### config.mk
export PLATFORM = sky130hd
export DESIGN_NAME = bus_unpacker_flat
export DESIGN_NICKNAME = d
export VERILOG_FILES = /design/src/rtl/bus_unpacker_pkg.sv /design/src/rtl/bus_unpacker_if.sv /design/src/rtl/bus_unpacker.sv /design/src/flat_wrapper.sv
export SDC_FILE = /design/constraint.sdc
export NUM_CORES = 1
export LEC_CHECK = 0
export CAP_MARGIN = 20
export CORE_MARGIN = 2
export CORE_UTILIZATION = 28
export CTS_BUF_LIST = sky130_fd_sc_hd__clkbuf_4 sky130_fd_sc_hd__clkbuf_8
export DETAILED_ROUTE_END_ITERATION = 12
export GPL_TIMING_DRIVEN = 0
export PLACE_DENSITY = 0.59
export SETUP_SLACK_MARGIN = 0.1
export SLEW_MARGIN = 20
export SYNTH_ARGS = -nofsm -noshare
export SYNTH_HDL_FRONTEND = slang
export SYNTH_SLANG_ARGS = --single-unit
### constraint.sdc
create_clock -name clk -period 4.8 [get_ports clk]
set_input_delay 0.96 -clock clk [delete_from_list [all_inputs] [get_ports clk]]
set_output_delay 0.96 -clock clk [all_outputs]
set_load 0.01 [all_outputs]
### src/rtl/bus_unpacker_pkg.sv
// Shared widths, types and helpers for the 5-bit to 6-bit receive gearbox.
package bus_link_pkg;

   localparam int LINK_IN_W  = 5;
   localparam int LINK_OUT_W = 6;
   localparam int LINK_ACC_W = 10;

   typedef logic [LINK_IN_W-1:0]  sym_t;
   typedef logic [LINK_OUT_W-1:0] word_t;
   typedef logic [3:0]            fill_t;
   typedef logic [LINK_ACC_W-1:0] acc_t;

   localparam fill_t IN_CNT  = 4'd5;
   localparam fill_t OUT_CNT = 4'd6;

   // Place a symbol into the accumulator so that its bit 0 lands at bit position pos.
   function automatic acc_t place_sym(input sym_t sym, input fill_t pos);
      acc_t wide;
      wide = {5'd0, sym};
      return wide << pos;
   endfunction

endpackage

### src/rtl/bus_unpacker_if.sv
// Valid/ready symbol input and word output bundle of the receive gearbox.
interface bus_unpacker_if;
   import bus_link_pkg::*;

   logic  in_valid;
   sym_t  in_data;
   logic  in_ready;
   logic  out_valid;
   word_t out_data;
   logic  out_ready;
   fill_t fill;

   modport master (
      output in_valid, in_data, out_ready,
      input  in_ready, out_valid, out_data, fill
   );

   modport slave (
      input  in_valid, in_data, out_ready,
      output in_ready, out_valid, out_data, fill
   );

endinterface

### src/rtl/bus_unpacker.sv
// Reassembles LSB-first 5-bit symbols into 6-bit words through a 10-bit accumulator.
module bus_unpacker
   import bus_link_pkg::*;
(
   input  logic          clk,
   input  logic          reset_n,
   input  logic          clear,
   bus_unpacker_if.slave bus
);

   acc_t  acc_q;
   acc_t  acc_d;
   acc_t  acc_base_s;
   fill_t cnt_q;
   fill_t cnt_d;
   fill_t cnt_base_s;
   logic  out_valid_s;
   logic  in_ready_s;
   logic  push_s;
   logic  pop_s;

   // out_ready reaches in_ready combinationally so a full buffer can drain and refill in one cycle.
   assign out_valid_s = (cnt_q >= OUT_CNT);
   assign in_ready_s  = !clear && ((cnt_q < OUT_CNT) || bus.out_ready);
   assign push_s      = bus.in_valid && in_ready_s;
   assign pop_s       = out_valid_s && bus.out_ready && !clear;

   assign bus.in_ready  = in_ready_s;
   assign bus.out_valid = out_valid_s;
   assign bus.out_data  = acc_q[LINK_OUT_W-1:0];
   assign bus.fill      = cnt_q;

   // Next accumulator contents: retire a word first, then merge the new symbol above what remains.
   always_comb begin
      acc_base_s = acc_q;
      cnt_base_s = cnt_q;
      acc_d      = acc_q;
      cnt_d      = cnt_q;
      if (pop_s) begin
         acc_base_s = acc_q >> LINK_OUT_W;
         cnt_base_s = cnt_q - OUT_CNT;
      end else begin
         acc_base_s = acc_q;
         cnt_base_s = cnt_q;
      end
      if (clear) begin
         acc_d = 10'd0;
         cnt_d = 4'd0;
      end else if (push_s) begin
         acc_d = acc_base_s | place_sym(bus.in_data, cnt_base_s);
         cnt_d = cnt_base_s + IN_CNT;
      end else begin
         acc_d = acc_base_s;
         cnt_d = cnt_base_s;
      end
   end

   // Accumulator and bit-count state.
   always_ff @(posedge clk or negedge reset_n) begin
      if (!reset_n) begin
         acc_q <= 10'd0;
         cnt_q <= 4'd0;
      end else begin
         acc_q <= acc_d;
         cnt_q <= cnt_d;
      end
   end

endmodule

### src/flat_wrapper.sv
// flat-port wrapper written by rule: the top's interface ports become plain ports
module bus_unpacker_flat import bus_link_pkg::*;
  (clk, reset_n, clear, bus_in_valid, bus_in_data, bus_out_ready, bus_in_ready, bus_out_valid, bus_out_data, bus_fill);
  bus_unpacker_if bus_i ();
  input  logic clk;
  input  logic reset_n;
  input  logic clear;
  input wire logic [$bits(bus_i.in_valid)-1:0] bus_in_valid;
  input wire logic [$bits(bus_i.in_data)-1:0] bus_in_data;
  input wire logic [$bits(bus_i.out_ready)-1:0] bus_out_ready;
  output wire logic [$bits(bus_i.in_ready)-1:0] bus_in_ready;
  output wire logic [$bits(bus_i.out_valid)-1:0] bus_out_valid;
  output wire logic [$bits(bus_i.out_data)-1:0] bus_out_data;
  output wire logic [$bits(bus_i.fill)-1:0] bus_fill;
  assign bus_i.in_valid = bus_in_valid;
  assign bus_i.in_data = bus_in_data;
  assign bus_i.out_ready = bus_out_ready;
  assign bus_in_ready = bus_i.in_ready;
  assign bus_out_valid = bus_i.out_valid;
  assign bus_out_data = bus_i.out_data;
  assign bus_fill = bus_i.fill;
  bus_unpacker u_core (.clk(clk), .reset_n(reset_n), .clear(clear), .bus(bus_i));
endmodule
* Word level (Yosys, flattened, before mapping)
Cells that the tools add are included.
Word-level totals: register bits after elaboration 14, output and inout port bits 12, word-level logic and storage cells 20
Operators by class: add/subtract/negate cells 2, magnitude comparators 2, shifts and indexed selects 1, multiplexer cells 6, bitwise operators 1, reductions and logical operators 6
Operators with widths (count):
- two-way mux 10 bit | 3
- two-way mux 4 bit | 3
- OR 10 bit | 1
- << shifter 5 x 4 -> 10 bit | 1
- adder 4 x 3 -> 4 bit, second input constant | 1
- >= comparator 4 x 3 -> 1 bit, second input constant | 1
- logical AND 1 bit | 4
- less-than comparator 4 x 3 -> 1 bit, second input constant | 1
- subtractor 4 x 3 -> 4 bit, second input constant | 1
- logical NOT 1 bit | 1
- logical OR 1 bit | 1

* Depth between registers and ports, before layout
depth in word-level cells 8, mapped depth 8, depth with buffers taken out 8

* Worst setup path before layout
OpenSTA, ideal clock, no wires.
path type in2out, from in clear, to out bus_in_ready, data arrival time 1.373 ns, path slack 2.467 ns, cell stages on the path 2, buffers on the path 1, cell sequence clkbuf_1 nor2_1
Between the ends: word-level cells in the longest chain between the ends 2
Ends and longest elaborated chain:
- start, declared | line flat_wrapper.sv:7 | input logic clear;
- logical NOT 1 bit | line bus_unpacker.sv:24 | assign in_ready_s = !clear && ((cnt_q < OUT_CNT) || bus.out_ready);
- logical AND 1 bit | line bus_unpacker.sv:24
- end, declared | line flat_wrapper.sv:11 | output wire logic [$bits(bus_i.in_ready)-1:0] bus_in_ready;
No other way between the ends.

* Worst setup path after layout
Ends and elaborated chain as after synthesis.

==> results.py <==
metrics = {
    "power_and_ir_drop": {
        "switching_share": 0.326,
        "power_density_nw_per_um2": 272,
        "power_frac_seq": 0.375,
        "clkPwrFrac": 0.263,
        "p_comb_frac": 0.362,
        "cellLeakagePower_nw": 0.557,
        "switching_power_w": 0.000121,
        "vdd_ir_drop_max_v": 0.0000840,
        "p_int_w": 0.000249,
    },
    "yosys": {
        "synth_cell_type_count": 42,
        "syn_area_sq_um": 1050,
        "netlist_instances": 121,
        "yosysWarningCount": 0,
        "synth_common_cells": "nand2_1, dfrtp_1, nor2_1, nand3_1, buf_4",
        "ys_ff_latch": 14,
        "yosysTopAreaCell": "dfrtp_1",
        "ys_async_sr_fraction": 1.00,
        "ys.flop_type": "dfrtp_1",
        "synth_edf_count": 0,
        "syn_nets": 133,
        "synth_most_common_cell": "nand2_1",
        "postSynthAreaPerCell_sq_um": 8.67,
        "netlist_top_cells_area": "dfrtp_1, nand2_1, buf_4",
        "yosys.area.top_type_share": 0.334,
        "seq_area_frac_synth": 0.334,
    },
    "final_layout": {
        "drive_gt1_frac": 0.193,
        "area_growth_pct": 29.7,
        "nets": 159,
        "final_cells": 193,
        "antennaDiodeCount": 0,
    },
    "min_path": {
        "hold_path.class": "flip-flop to flip-flop",
        "min-delay-start": "u_core.acc_q[4]$_DFF_PN0_",
        "min_path_cells": 2,
        "holdPathEnd": "u_core.acc_q[4]$_DFF_PN0_",
    },
    "worst_setup_path": {
        "critPathArrivalTime_ns": 2.56,
        "cp_max_fo": 10,
        "worst_path_max_delay_cell": "clkdlybuf4s50_1",
        "critical_path_class": "primary input to output port",
        "worstPathRequired_ns": 3.84,
        "startpoint_type": "primary input",
        "r2r_slack_ns": 2.75,
        "crit_path_frequent_cell": "clkdlybuf4s50_1",
        "path_cells": "clkdlybuf4s50_1 > clkbuf_1 > nor2_1 > clkdlybuf4s50_1",
        "worstSetupEndpointType": "output port",
        "r2r-end": "u_core.acc_q[3]$_DFF_PN0_",
        "cp-startpoint": "clear",
        "worst-path-buf-inv": 3,
        "r2r-start": "u_core.bus.fill[2]$_DFF_PN0_",
        "critPathMaxStageDelay_ns": 0.54,
        "worstRegToRegCells": 6,
        "path_delay_family": "buffers and inverters",
    },
    "routing": {
        "vias_per_cell": 5.09,
        "ant_nets": 0,
        "drc_errors": 0,
        "dr.pass1.iters": 6,
        "vias": 982,
        "drt_wl_total_microns": 2560,
        "initialDrtViolationCount": 9,
        "wl_per_cell_microns": 13.3,
    },
    "cts": {
        "cts_resized": 0,
        "clockBufferDepth": 2,
        "postCtsSetupBuffers": 0,
        "h-tree-depth": 1,
        "clock_latency_ns": 0.25,
        "hold_buffers": 0,
        "cts_tree": "done",
        "cts_root_buf": "clkbuf_8",
        "cts_num_sinks": 14,
        "clk_pin_slew_ns": 0.05,
        "cts_made_buffers": 3,
    },
    "placed_design": {
        "gp_congestion": 0.862,
        "dpl.cell_count": 190,
        "dp_slack_ns": 1.27,
        "port_buffers": 21,
        "dp_hpwl_microns": 1920,
    },
    "timing": {
        "worstMarginPinSlew_ns": 0.670,
        "setup-violations-final": 0,
        "clock_skew_ns": 0.00585,
        "min_period_over_period": 0.733,
        "fin_crit_ns": 3.52,
        "max_freq_mhz": 284,
        "rsz0062_at_grt": "false",
        "drv_slew": 0,
        "hold_viol_final": 0,
        "tns_ns": 0,
        "max_slew_margin": 0.552,
        "setup_slack_ns": 1.28,
    },
    "grt": {
        "grt_max_degree": 15,
        "antenna_found_initial": 0,
        "grt_pass1_wl_microns": 4400,
        "overflow": 0,
        "grt_pass1_vias": 948,
        "grt_util_all_layers": 0.133,
    },
    "floorplanning": {
        "fp-row-count": 22,
        "coreArea_sq_um": 3630,
        "die_w_microns": 65.2,
        "die_area_sq_um": 4250,
        "die_h_microns": 65.2,
        "initial_utilization": 0.289,
        "ios": 22,
    },
    "flow_run": {
        "drv_cap": 0,
    },
    "status": {
        "status": "finished, final reports clean",
    },
}
==> worst max-delay path by stage <==
stage / slack (ns) / end / cells after the start
finish: 1.28 / bus_in_ready / 4
global route: 1.18 / bus_in_ready / 4
CTS: 1.25 / bus_in_ready / 4
global placement: 1.29 / bus_in_ready / 4
detailed placement: 1.27 / bus_in_ready / 4
floorplan: 2.47 / bus_in_ready / 2
==> placed cells by master, fill, tap and decap left out, types with 3 or more instances in the layout <==
cell type        count
a31oi_1              4
buf_4                6
clkbuf_8             3
clkdlybuf4s50_1     21
dfrtp_1             14
inv_1                3
mux2i_1              3
nand2_1             21
nand3_1              8
nand4_1              3
nor2_1              10
o2111ai_1            5
o21ai_0              4
==> flip-flops by register name (all words and copies together), names as in the netlist <==
signal           flops
u_core.acc_q        10
u_core.bus.fill      4
==> cell type report <==
cell class	count	area, sq um
inverter	4	15.0
sequential	14	350
clock buffer	3	41.3
buffer	10	68.8
timing repair buffer	21	210
multi-input combinational	93	614
fill	396	2270
tap	48	60.1
==> cell families after synthesis <==
family | share of synthesized area
fa+ha+maj | 0.0239
buf+inv | 0.0799
flops | 0.334
mux | 0.0644
compound gates | 0.224
simple gates | 0.265
xor+xnor | 0.00835
==> worst min-delay path, stage by stage, from the launching register on <==
cell and delay (ns):
dfrtp_1 0.34, nand2_1 0.05, nand3_1 0.07
==> layer usage <==
layer / share of wire / wire [microns] / up-vias / GRT usage
met4: 0.023 / 58 / 0 / 0.0625
met3: 0.041 / 104 / 5 / 0.0171
met2: 0.45 / 1150 / 29 / 0.219
met1: 0.49 / 1250 / 462 / 0.171
met5: 0 / 0 / - / 0
li1: - / - / 486 / -
==> power by group through the flow <==
stage,Combinational (W),Clock [W],Sequential (W)
5_1_grt,0.000148,0.000105,0.000140
4_1_cts,0.000134,0.0000988,0.000139
2_1_floorplan,0.0000819,0,0.000141
6_report,0.000134,0.0000971,0.000139
3_3_place_gp,0.000132,0,0.000140
3_5_place_dp,0.000133,0,0.000141
==> stage by stage <==
| step | total power [W] | hold WS (ns) | util | cell area [sq um] |
|---|---|---|---|---|
| 2_1_floorplan | 0.000223 | 0.462 | - | 1050 |
| 3_3_place_gp | 0.000272 | 0.488 | 0.363 | 1320 |
| 3_5_place_dp | 0.000274 | 0.493 | 0.363 | 1320 |
| 4_1_cts | 0.000371 | 0.507 | 0.374 | 1360 |
| 5_1_grt | 0.000393 | 0.531 | 0.374 | 1360 |
| 6_report | 0.000370 | 0.499 | 0.374 | 1360 |
Power figures use the tool's default switching activity.
